--- src/rtl/mem_port_arbiter.sv ---
// Three-port arbiter in front of the single-ported memory: data (d), fetch (f)
// and external (x). Fixed priority d > f > x with a starvation guard for x.
module mem_port_arbiter #(
    parameter int MEM_LATENCY  = 1,
    parameter int STARVE_LIMIT = 4
) (
    input  logic        clk,
    input  logic        rst_n,
    input  logic        d_req,
    input  logic        d_we,
    input  logic [2:0]  d_funct3,
    input  logic [31:0] d_addr,
    input  logic [31:0] d_wdata,
    output logic        d_ack,
    output logic [31:0] d_rdata,
    input  logic        f_req,
    input  logic [31:0] f_addr,
    output logic        f_ack,
    output logic [31:0] f_rdata,
    input  logic        x_req,
    input  logic        x_we,
    input  logic [2:0]  x_funct3,
    input  logic [31:0] x_addr,
    input  logic [31:0] x_wdata,
    output logic        x_ack,
    output logic [31:0] x_rdata,
    output logic        mem_write_mem,
    output logic [2:0]  mem_funct3,
    output logic [31:0] mem_write_address,
    output logic [31:0] mem_write_data,
    output logic [31:0] mem_read_address,
    input  logic [31:0] mem_read_data,
    output logic [1:0]  grant,
    output logic        busy
);

    typedef enum logic [1:0] {S_IDLE, S_ACCESS, S_DONE} state_t;

    localparam logic [1:0] G_NONE  = 2'b00;
    localparam logic [1:0] G_D     = 2'b01;
    localparam logic [1:0] G_F     = 2'b10;
    localparam logic [1:0] G_X     = 2'b11;
    localparam logic [2:0] F3_WORD = 3'b010;
    localparam logic [2:0] LAT_LAST = MEM_LATENCY[2:0];
    localparam logic [3:0] SC_LIMIT = STARVE_LIMIT[3:0];

    state_t      state, state_next;
    logic [2:0]  lat_cnt;
    logic [3:0]  sc;
    logic        we_q;
    logic [2:0]  funct3_q;
    logic [31:0] addr_q;
    logic [31:0] wdata_q;

    logic        d_ok, f_ok, x_ok;
    logic [1:0]  winner;
    logic        win_we;
    logic [2:0]  win_funct3;
    logic [31:0] win_addr;
    logic [31:0] win_wdata;
    logic        arb_en;
    logic        last_cycle;

    // The current owner is excluded while it is being acked in DONE.
    // NOTE: every always_comb output gets a default first, so no latch is inferred.
    always_comb begin
        d_ok   = d_req && !(state == S_DONE && grant == G_D);
        f_ok   = f_req && !(state == S_DONE && grant == G_F);
        x_ok   = x_req && !(state == S_DONE && grant == G_X);
        winner = G_NONE;
        if (x_ok && sc == SC_LIMIT) winner = G_X;
        else if (d_ok)              winner = G_D;
        else if (f_ok)              winner = G_F;
        else if (x_ok)              winner = G_X;
    end

    always_comb begin
        win_we     = 1'b0;
        win_funct3 = F3_WORD;
        win_addr   = '0;
        win_wdata  = '0;
        case (winner)
            G_D: begin
                win_we     = d_we;
                win_funct3 = d_funct3;
                win_addr   = d_addr;
                win_wdata  = d_wdata;
            end
            G_F: win_addr = f_addr;
            G_X: begin
                win_we     = x_we;
                win_funct3 = x_funct3;
                win_addr   = x_addr;
                win_wdata  = x_wdata;
            end
            default: ;
        endcase
    end

    assign arb_en     = (state == S_IDLE) || (state == S_DONE);
    assign last_cycle = (state == S_ACCESS) && (we_q || lat_cnt == LAT_LAST);

    always_comb begin
        state_next = state;
        case (state)
            S_IDLE:   if (winner != G_NONE) state_next = S_ACCESS;
            S_ACCESS: if (last_cycle) state_next = S_DONE;
            S_DONE:   state_next = (winner != G_NONE) ? S_ACCESS : S_IDLE;
            default:  state_next = S_IDLE;
        endcase
    end

    // NOTE: sequential state uses non-blocking assignments only, so every
    // register sees the pre-edge values of the others.
    always_ff @(posedge clk) begin
        if (!rst_n) begin
            state            <= S_IDLE;
            grant            <= G_NONE;
            lat_cnt          <= '0;
            sc               <= '0;
            we_q             <= 1'b0;
            funct3_q         <= F3_WORD;
            addr_q           <= '0;
            wdata_q          <= '0;
            mem_read_address <= '0;
            d_rdata          <= '0;
            f_rdata          <= '0;
            x_rdata          <= '0;
        end else begin
            state <= state_next;
            if (arb_en) begin
                grant   <= winner;
                lat_cnt <= '0;
                if (winner != G_NONE) begin
                    we_q     <= win_we;
                    funct3_q <= win_funct3;
                    addr_q   <= win_addr;
                    wdata_q  <= win_wdata;
                    // Loaded at grant so the read address is stable from the first ACCESS cycle.
                    if (!win_we) mem_read_address <= win_addr;
                end
                if (winner == G_X)
                    sc <= '0;
                else if ((winner == G_D || winner == G_F) && x_req)
                    sc <= sc + 4'd1;
            end else if (state == S_ACCESS) begin
                if (!last_cycle) lat_cnt <= lat_cnt + 3'd1;
                if (!we_q && last_cycle) begin
                    case (grant)
                        G_D:     d_rdata <= mem_read_data;
                        G_F:     f_rdata <= mem_read_data;
                        G_X:     x_rdata <= mem_read_data;
                        default: ;
                    endcase
                end
            end
        end
    end

    assign mem_write_mem     = (state == S_ACCESS) && we_q;
    assign mem_write_address = mem_write_mem ? addr_q  : '0;
    assign mem_write_data    = mem_write_mem ? wdata_q : '0;
    assign mem_funct3        = (state == S_ACCESS) ? funct3_q : F3_WORD;

    assign d_ack = (state == S_DONE) && (grant == G_D);
    assign f_ack = (state == S_DONE) && (grant == G_F);
    assign x_ack = (state == S_DONE) && (grant == G_X);
    assign busy  = (state != S_IDLE);

endmodule

--- config.mk ---
export PLATFORM = sky130hd
export DESIGN_NAME = mem_port_arbiter
export DESIGN_NICKNAME = d
export VERILOG_FILES = /design/src/rtl/mem_port_arbiter.sv
export SDC_FILE = /design/constraint.sdc
export NUM_CORES = 1
export LEC_CHECK = 0
export ABC_AREA = 1
export BUFFER_PORTS_ARGS = -buffer_cell sky130_fd_sc_hd__buf_2
export CORE_AREA = 4 4 155 157
export CTS_CLUSTER_DIAMETER = 100
export DETAILED_ROUTE_END_ITERATION = 8
export DIE_AREA = 0 0 159 161
export HOLD_SLACK_MARGIN = 0.02
export PLACE_DENSITY = 0.72
export SLEW_MARGIN = 10
export SYNTH_ARGS = -nofsm -noshare
export SYNTH_HDL_FRONTEND = slang
export SYNTH_SLANG_ARGS = --single-unit
--- constraint.sdc ---
create_clock -name clk -period 2.51 [get_ports clk]
set_clock_uncertainty 0.2 [all_clocks]
set_input_delay 0.502 -clock clk [delete_from_list [all_inputs] [get_ports clk]]
set_output_delay 0.502 -clock clk [all_outputs]
set_load 0.05 [all_outputs]
==> flow_summary.json, run 1 <==
{
  "via_count": 10800,
  "design_area_sq_um": 13100,
  "clk-insertion-delay-late_ns": 0.50,
  "critPathArrivalTime_ns": 1.78,
  "worst_path_max_delay_cell": "dfxtp_2",
  "cts_tree": "built",
  "synth-edff-count": 0,
  "antenna_left": 0,
  "crit_end": "mem_write_data[4]",
  "relSlewSlack": 0.657,
  "grt-ovfl-total": 0,
  "cts_buffers": 23,
  "antenna_found_initial": 4,
  "finalHoldViolCount": 0,
  "drc": 0,
  "clk_pin_slew_ns": 0.06,
  "path_cells": "inv_2, nor2_4, nand2_4, buf_12, nor2_1, buf_6",
  "yosys-top-cells-count": "332 x nand2_1, 207 x dfxtp_1, 181 x inv_1, 174 x nand3_1, 139 x nor2_1",
  "yosysMostFrequentCell": "nand2_1",
  "p_leak_nw": 6.40,
  "area_delta_synth_final_pct": 36.5,
  "setup_viol": 0,
  "nets": 1994,
  "fp-row-count": 55,
  "critical_path_cell_count": 6,
  "place_congestion": 0.842,
  "postCtsSetupBuffers": 0,
  "htree_levels": 1,
  "rsz0062_at_grt": "yes",
  "syn_area_sq_um": 9580,
  "hold_buffers": 0,
  "fp.dieW_um": 159,
  "grt_pass1_wl_mm": 54.3,
  "final_util": 0.581,
  "fin_crit_sh": 0.987,
  "drive_gt1_frac": 0.285,
  "maxCapViolCount": 0,
  "syn-num-nets": 1636,
  "yosysWarnings": 0,
  "routed_via_density": 5.17,
  "rrSetupSlack_ns": 0.29,
  "place_hpwl_mm": 24.2,
  "dpl_cell_area_sq_um": 11900,
  "status": "completed",
  "clockBufferDepth": 3,
  "ys_async_sr_fraction": 0,
  "final.setup.worst_slack_ns": 0.0325,
  "grt_usage": 0.255,
  "final_max_slew_viol_count": 0,
  "ys_top_cells_by_area": "dfxtp_1 43%, nand2_1 13%, nand3_1 9.1%, a21oi_1 7.2%, inv_1 7.1%",
  "cpPeakStageDelay_ns": 0.35,
  "die_height_um": 161,
  "critPathMaxFanout": 21,
  "setup.worst_path.start_class": "flip-flop",
  "cts.sinks": 207,
  "critPathTopFamily": "buffers and inverters",
  "max_freq_mhz": 404,
  "post_drt_wl_per_cell_um": 17.0,
  "reg2reg_from": "state[1]",
  "post-route-min-period_ns": 2.48,
  "reg2reg_depth": 11,
  "root_buffer": "clkbuf_16",
  "yosys.area.top_type": "dfxtp_1",
  "dp_slack_ns": 0.302,
  "crit_type": "reg -> out",
  "holdWs_ns": 0.0858,
  "holdCritPathClass": "in -> reg",
  "critPathCaptureType": "primary output",
  "synth_top_cell_area_share": 0.433,
  "ys_seq_area_frac": 0.433,
  "portBuffers": 406,
  "drt_pass1_iterations": 7,
  "core_area_sq_um": 22500,
  "drt_iter0_drc": 898,
  "avgSynthCellArea_sq_um": 6.71,
  "grt_max_degree": 71,
  "ios": 407,
  "yosys.cell_types.count": 24,
  "required_ns": 1.81,
  "wl_mm": 35.4,
  "ys.flop_type": "dfxtp_1",
  "worst_pin_slew_ns": 0.515,
  "path_buf_inv": 3,
  "vdd_drop_max_mv": 0.473,
  "critPathLaunch": "state[0]",
  "power_density_nw_per_um2": 648,
  "grt_pass1_vias": 10400,
  "die-area_sq_um": 25600,
  "ys_seq_elements": 207,
  "start_util": 0.426,
  "syn_inst": 1427,
  "reg2reg_to": "mem_read_address[2]"
}
-- routing by layer --
layer,track usage,share of wire,up-vias
met1,0.294,0.39,4913
met2,0.435,0.48,479
li1,-,-,5298
met5,0,0.00096,-
met3,0.0931,0.10,87
met4,0.0923,0.033,4
-- layout make-up --
| type | count | area [sq um] |
|---|---|---|
| repair buffers | 437 | 2770 |
| well taps | 285 | 357 |
| diodes | 2 | 5.00 |
| clock inverters | 1 | 5.00 |
| fillers | 2193 | 9430 |
| inverters | 185 | 697 |
| multi-input cells | 931 | 4400 |
| flip-flops and latches | 207 | 4150 |
| clock buffers | 36 | 694 |
-- how the worst min path moves through the flow --
stage	from	to	slack, ns	cells after the start
2_1_floorplan	funct3_q[1]	funct3_q[1]	0.23	2
3_3_place_gp	d_rdata[27]	d_rdata[27]	0.23	2
3_5_place_dp	d_rdata[26]	d_rdata[26]	0.23	2
4_1_cts	mem_read_data[3]	f_rdata[3]	0.07	3
5_1_grt	mem_read_data[22]	f_rdata[22]	0.09	3
6_report	mem_read_data[3]	f_rdata[3]	0.09	3
-- worst register-to-register path, delay by kind of cell, from the launching register on --
family	cells	cell delay (ns)
flip-flops	1	0.40
buffers and inverters	3	0.59
AND/OR/NAND/NOR	8	0.97
-- sequential cells by signal (all words and copies together) (netlist names) --
signal and flops:
d_rdata 32, funct3_q 3, x_rdata 32, mem_read_address 32, sc 4, f_rdata 32, wdata_q 32, state 2
grant 2, we_q 1, lat_cnt 3, addr_q 32
-- metrics by stage --
step	instances	setup TNS (ns)	total power [mW]
finish	2084	0	8.47
global placement	2044	0	5.29
global route	2084	-0.817	8.85
detailed placement	2044	0	5.31
CTS	2082	0	8.52
floorplan	1427	0	4.74
-- placed cells by master (no fill, tap or decap), drive strengths merged --
master	instances
dfxtp	207
diode	2
buf	433
nand2	333
o31ai	32
o21ai	39
nor3	3
nand3	176
clkbuf	40
or2	1
clkinv	1
inv	185
a21oi	137
a211oi	1
nand4	64
ha	4
nor2	141
-- what timing repair did --
item                                   in CTS  in global routing
resized for setup                          80                 78
setup endpoints to repair                  67                 56
endpoints found under the hold margin       0                  0
gates cloned                                1                  0
-- report_power, final --
group	leakage, nW	switching (mW)	internal (mW)
Sequential	1.69	0.0771	3.47
Clock	0.345	1.30	1.87
Combinational	4.36	1.22	0.526
Total	6.40	2.60	5.87
-- cells by family after synthesis --
logic type,Yosys count,share of synthesized area
AO/OA/AOI/OAI,209,0.119
buffers and inverters,289,0.119
AND/OR/NAND/NOR,718,0.325
flip-flops,207,0.433
adder cells (fa/ha/maj),4,0.00522
Note: power is estimated with default switching activity, not from simulation.
==> run 2: changes to the inputs <==
--- a/config.mk
+++ b/config.mk
@@ -12,6 +12,7 @@
 export DETAILED_ROUTE_END_ITERATION = 8
 export DIE_AREA = 0 0 159 161
 export HOLD_SLACK_MARGIN = 0.02
+export MAX_ROUTING_LAYER = met4
 export PLACE_DENSITY = 0.72
 export SLEW_MARGIN = 10
 export SYNTH_ARGS = -nofsm -noshare
==> run 2 against run 1 <==
  * Routed wire length is 0.14% higher
  * Clock power barely moved
  * Setup slack lost 0.00086 ns
  * Global-route usage up 0.77 points
  * Largest cell class unchanged
  * Highest routed layer is now met4
==> flow_summary.json, run 2 (same netlist as run 1, synthesis figures left out) <==
{
  "drt_iter0_drc": 791,
  "final_max_slew_viol_count": 0,
  "final_util": 0.581,
  "grt_usage": 0.262,
  "place_hpwl_mm": 24.2,
  "cts_buffers": 23,
  "drive_gt1_frac": 0.285,
  "via_count": 10900,
  "hold_start": "mem_read_data[3]",
  "fp.dieW_um": 159,
  "start_util": 0.426,
  "finalHoldViolCount": 0,
  "antenna_left": 0,
  "finalSetupTns_ns": 0,
  "holdCritPathClass": "in -> reg",
  "rsz0062_at_grt": "yes",
  "worst_pin_slew_ns": 0.518,
  "p_leak_nw": 6.40,
  "holdPathStages": 3,
  "critPathMaxFanout": 21,
  "grt-ovfl-total": 0,
  "maxCapViolCount": 0,
  "grt_max_degree": 71,
  "place_congestion": 0.855,
  "cts_tree": "built",
  "critPathLaunch": "state[0]",
  "routed_via_density": 5.21,
  "setup_viol": 0,
  "clk-insertion-delay-late_ns": 0.51,
  "post_drt_wl_per_cell_um": 17.0,
  "crit_end": "mem_write_address[4]",
  "nets": 1994,
  "required_ns": 1.81,
  "reg2reg_depth": 11,
  "htree_levels": 1,
  "critPathArrivalTime_ns": 1.78,
  "max_freq_mhz": 403,
  "grt_pass1_wl_mm": 54.2,
  "clk_pin_slew_ns": 0.06,
  "power_density_nw_per_um2": 649,
  "cts.sinks": 207,
  "die_height_um": 161,
  "crit_type": "reg -> out",
  "design_area_sq_um": 13100,
  "portBuffers": 406,
  "core_area_sq_um": 22500,
  "area_delta_synth_final_pct": 36.5,
  "reg2reg_to": "mem_read_address[2]",
  "setup.worst_path.start_class": "flip-flop",
  "grt_pass1_vias": 10400,
  "status": "completed",
  "relSlewSlack": 0.654,
  "fin_crit_sh": 0.987,
  "final_cell_mix": "340 x buf_2, 330 x nand2_1, 206 x dfxtp_1",
  "dpl_cell_area_sq_um": 11900,
  "ios": 407,
  "mostFrequentLayoutCell": "buf_2",
  "drc": 0,
  "die-area_sq_um": 25600,
  "post-route-min-period_ns": 2.48,
  "root_buffer": "clkbuf_16",
  "wl_mm": 35.4,
  "hold_buffers": 0,
  "antenna_found_initial": 4,
  "clockBufferDepth": 3,
  "reg2reg_from": "state[1]",
  "drt_pass1_iterations": 5,
  "critPathCaptureType": "primary output",
  "fp-row-count": 55,
  "vdd_drop_max_mv": 0.473,
  "rrSetupSlack_ns": 0.29
}
## run 2: cell count changes in the layout (fill, tap and decap cells not counted), sizes merged
cell	before	now
diode	2	4
## run 2: worst max-delay path: stages (launching register included)
cell and delay, ns:
dfxtp_2 0.35, inv_2 0.08, nor2_4 0.13, nand2_4 0.13, buf_12 0.20, nor2_1 0.17, buf_6 0.19
## run 2: routing by layer
metal	vias to the layer above	GRT usage	wire, um
met3	80	0.0804	3370
met4	0	0.0923	1110
li1	5300	-	-
met5	-	-	0
met1	4999	0.304	14000
met2	495	0.435	17000
## run 2: layout make-up
| class | instances | area, sq um |
|---|---|---|
| Inverter | 185 | 697 |
| Sequential cell | 207 | 4150 |
| Multi-Input combinational cell | 931 | 4400 |
| Timing Repair Buffer | 437 | 2770 |
| Fill cell | 2191 | 9430 |
| Tap cell | 285 | 357 |
| Antenna cell | 4 | 10.0 |
| Clock inverter | 1 | 5.00 |
| Clock buffer | 36 | 694 |
## run 2: how the worst min path moves through the flow
| stage | to |
|---|---|
| after floorplan | funct3_q[1] |
| after global placement | d_rdata[27] |
| after detailed placement | d_rdata[26] |
| after CTS | f_rdata[3] |
| after global routing | f_rdata[22] |
| final | f_rdata[3] |
## run 2: stage by stage
step / worst slack [ns] / cells / hold WS, ns / total power [mW]
2_1_floorplan: 0.104 / 1427 / 0.234 / 4.74
3_3_place_gp: 0.338 / 2044 / 0.228 / 5.29
3_5_place_dp: 0.302 / 2044 / 0.233 / 5.31
4_1_cts: 0.0255 / 2082 / 0.0708 / 8.52
5_1_grt: -0.0678 / 2086 / 0.0882 / 8.85
6_report: 0.0316 / 2086 / 0.0833 / 8.48
## run 2: timing repair
| action | in CTS | in global routing |
|---|---|---|
| buffers inserted | 0 | 0 |
| cloned | 1 | 0 |
| resized for setup | 80 | 78 |
| endpoints found under the setup margin | 67 | 56 |
## run 2: power breakdown
part	total [mW]	switching (mW)	internal, mW
logic	1.75	1.22	0.526
clock network	3.18	1.30	1.87
registers	3.55	0.0773	3.47
==> run 3: changes to the inputs <==
--- a/config.mk
+++ b/config.mk
@@ -8,6 +8,7 @@
 export ABC_AREA = 1
 export BUFFER_PORTS_ARGS = -buffer_cell sky130_fd_sc_hd__buf_2
 export CORE_AREA = 4 4 155 157
+export CTS_BUF_LIST = sky130_fd_sc_hd__clkbuf_8
 export CTS_CLUSTER_DIAMETER = 100
 export DETAILED_ROUTE_END_ITERATION = 8
 export DIE_AREA = 0 0 159 161
==> constraint.sdc (replaced) <==
create_clock -name clk -period 3.15 [get_ports clk]
set_clock_uncertainty 0.2 [all_clocks]
set_input_delay 0.63 -clock clk [delete_from_list [all_inputs] [get_ports clk]]
set_output_delay 0.63 -clock clk [all_outputs]
set_load 0.05 [all_outputs]
==> run 3 against run 2 <==
  * Die area is the same
  * Total power shrank 25%
  * Clock power shrank 30%
  * Worst hold slack gained 0.13 ns
  * Combinational power shrank 24%
  * Largest power group unchanged
==> flow_summary.json, run 3 (same netlist as run 1, synthesis figures left out) <==
{
  "drt_pass1_iterations": 8,
  "setup_viol": 0,
  "final_cell_mix": "406 x buf_2, 330 x nand2_1, 207 x dfxtp_1",
  "crit_type": "reg -> out",
  "antenna_found_initial": 7,
  "switching_power_mw": 2.07,
  "p_int_mw": 4.32,
  "core_area_sq_um": 22500,
  "fp-row-count": 55,
  "clk-insertion-delay-late_ns": 0.51,
  "final_max_slew_viol_count": 0,
  "die-area_sq_um": 25600,
  "mostFrequentLayoutCell": "buf_2",
  "place_congestion": 0.906,
  "place_hpwl_mm": 24.0,
  "finalHoldViolCount": 0,
  "start_util": 0.426,
  "place_inst": 2035,
  "antenna_left": 0,
  "clk_pin_slew_ns": 0.06,
  "maxCapViolCount": 0,
  "power_frac_clock": 0.349,
  "root_buffer": "clkbuf_8",
  "cts_buffers": 36,
  "max_freq_mhz": 336,
  "holdCritPathClass": "in -> reg",
  "wl_mm": 34.7,
  "busiest_layer": "met2",
  "grt_max_degree": 135,
  "drt_iter0_drc": 1017,
  "drive_gt1_frac": 0.272,
  "postCtsSetupBuffers": 0,
  "nets": 1997,
  "p_leak_nw": 6.30,
  "die_height_um": 161,
  "area_delta_synth_final_pct": 29.8,
  "vdd_drop_max_mv": 0.342,
  "reg2reg_depth": 11,
  "seqPwrFrac": 0.443,
  "post-route-min-period_ns": 2.97,
  "portBuffers": 406,
  "required_ns": 2.32,
  "cts_tree": "built",
  "critPathMaxFanout": 57,
  "grt_usage": 0.262,
  "grtUsageMet1": 0.307,
  "critPathArrivalTime_ns": 2.14,
  "status": "completed",
  "post_drt_wl_per_cell_um": 16.5,
  "cts.sinks": 207,
  "critPathCaptureType": "primary output",
  "grt_pass1_wl_mm": 54.0,
  "grt.met3_usage": 0.0755,
  "grt_pass1_vias": 10300,
  "ios": 407,
  "finalSetupTns_ns": 0,
  "rsz0062_at_grt": "no",
  "htree_levels": 2,
  "worst_pin_slew_ns": 0.828,
  "grt-ovfl-total": 0,
  "swShare": 0.324,
  "clockBufferDepth": 3,
  "drc": 0,
  "holdPathStages": 3,
  "power_density_nw_per_um2": 514,
  "power.share.combinational": 0.208,
  "relSlewSlack": 0.448,
  "routed_via_density": 5.13,
  "fp.dieW_um": 159,
  "fin_crit_sh": 0.944,
  "via_count": 10800,
  "grtUsageMet2": 0.434,
  "setup.worst_path.start_class": "flip-flop",
  "stdcell_count": 2099
}
## run 3: cell count changes in the layout (fill, tap and decap cells not counted), moves of 5 or more
| cell | delta |
|---|---|
| buf_2 | +66 |
| buf_6 | -51 |
| clkbuf_8 | +34 |
| nor2_1 | +26 |
| nor2_2 | -25 |
| clkbuf_16 | -23 |
| buf_4 | -15 |
| inv_1 | +9 |
| clkbuf_1 | -6 |
| diode_2 | +5 |
## run 3: path summary, 6_finish.rpt
| kind | from | to | slack (ns) |
|---|---|---|---|
| setup / recovery | state[0] | mem_write_address[31] | 0.18 |
| hold / removal | mem_read_data[4] | f_rdata[4] | 0.21 |
| setup reg to reg | sc[0] | mem_read_address[30] | 0.48 |
| hold reg to reg | d_rdata[26] | d_rdata[26] | 0.24 |
## run 3: area by class of cell
class	count	area, sq um
Fill cell	2193	10100
Multi-Input combinational cell	931	4320
Sequential cell	207	4140
Timing Repair Buffer	427	2260
Inverter	185	697
Clock buffer	41	564
Tap cell	285	357
Clock inverter	14	61.3
Antenna cell	9	22.5
## run 3: layer usage
| metal | vias to the layer above | wire, um |
|---|---|---|
| li1 | 5311 | - |
| met4 | 0 | 1100 |
| met5 | - | 0 |
| met2 | 491 | 16500 |
| met1 | 4891 | 14000 |
| met3 | 80 | 3070 |
## run 3: critical path, cell delays in order (launching register included)
cell and delay [ns]:
dfxtp_1 0.38, inv_2 0.10, nor2_2 0.16, nand2_2 0.18, buf_12 0.23, nor2_1 0.23
buf_2 0.31
## run 3: timing repair
| action | CTS | global route |
|---|---|---|
| hold buffers | 0 | 0 |
| endpoints found under the setup margin | 0 | 10 |
| resized for setup | 0 | 1 |
## run 3: power by group through the flow
stage | Combinational (mW) | Clock, mW | Sequential [mW]
after CTS | 1.33 | 2.29 | 2.83
after detailed placement | 1.32 | 0 | 2.89
after global routing | 1.45 | 2.43 | 2.85
after global placement | 1.31 | 0 | 2.88
final | 1.33 | 2.23 | 2.83
after floorplan | 0.677 | 0 | 3.10
## run 3: stage by stage
stage	util	power [mW]	area, sq um	setup WS, ns	hold WS [ns]
4_1_cts	0.551	6.46	12400	0.0543	0.171
3_3_place_gp	0.523	4.19	11800	0.618	0.229
2_1_floorplan	-	3.78	9580	0.616	0.234
3_5_place_dp	0.523	4.21	11800	0.463	0.232
5_1_grt	0.552	6.72	12400	0.0286	0.191
6_report	0.552	6.39	12400	0.178	0.211
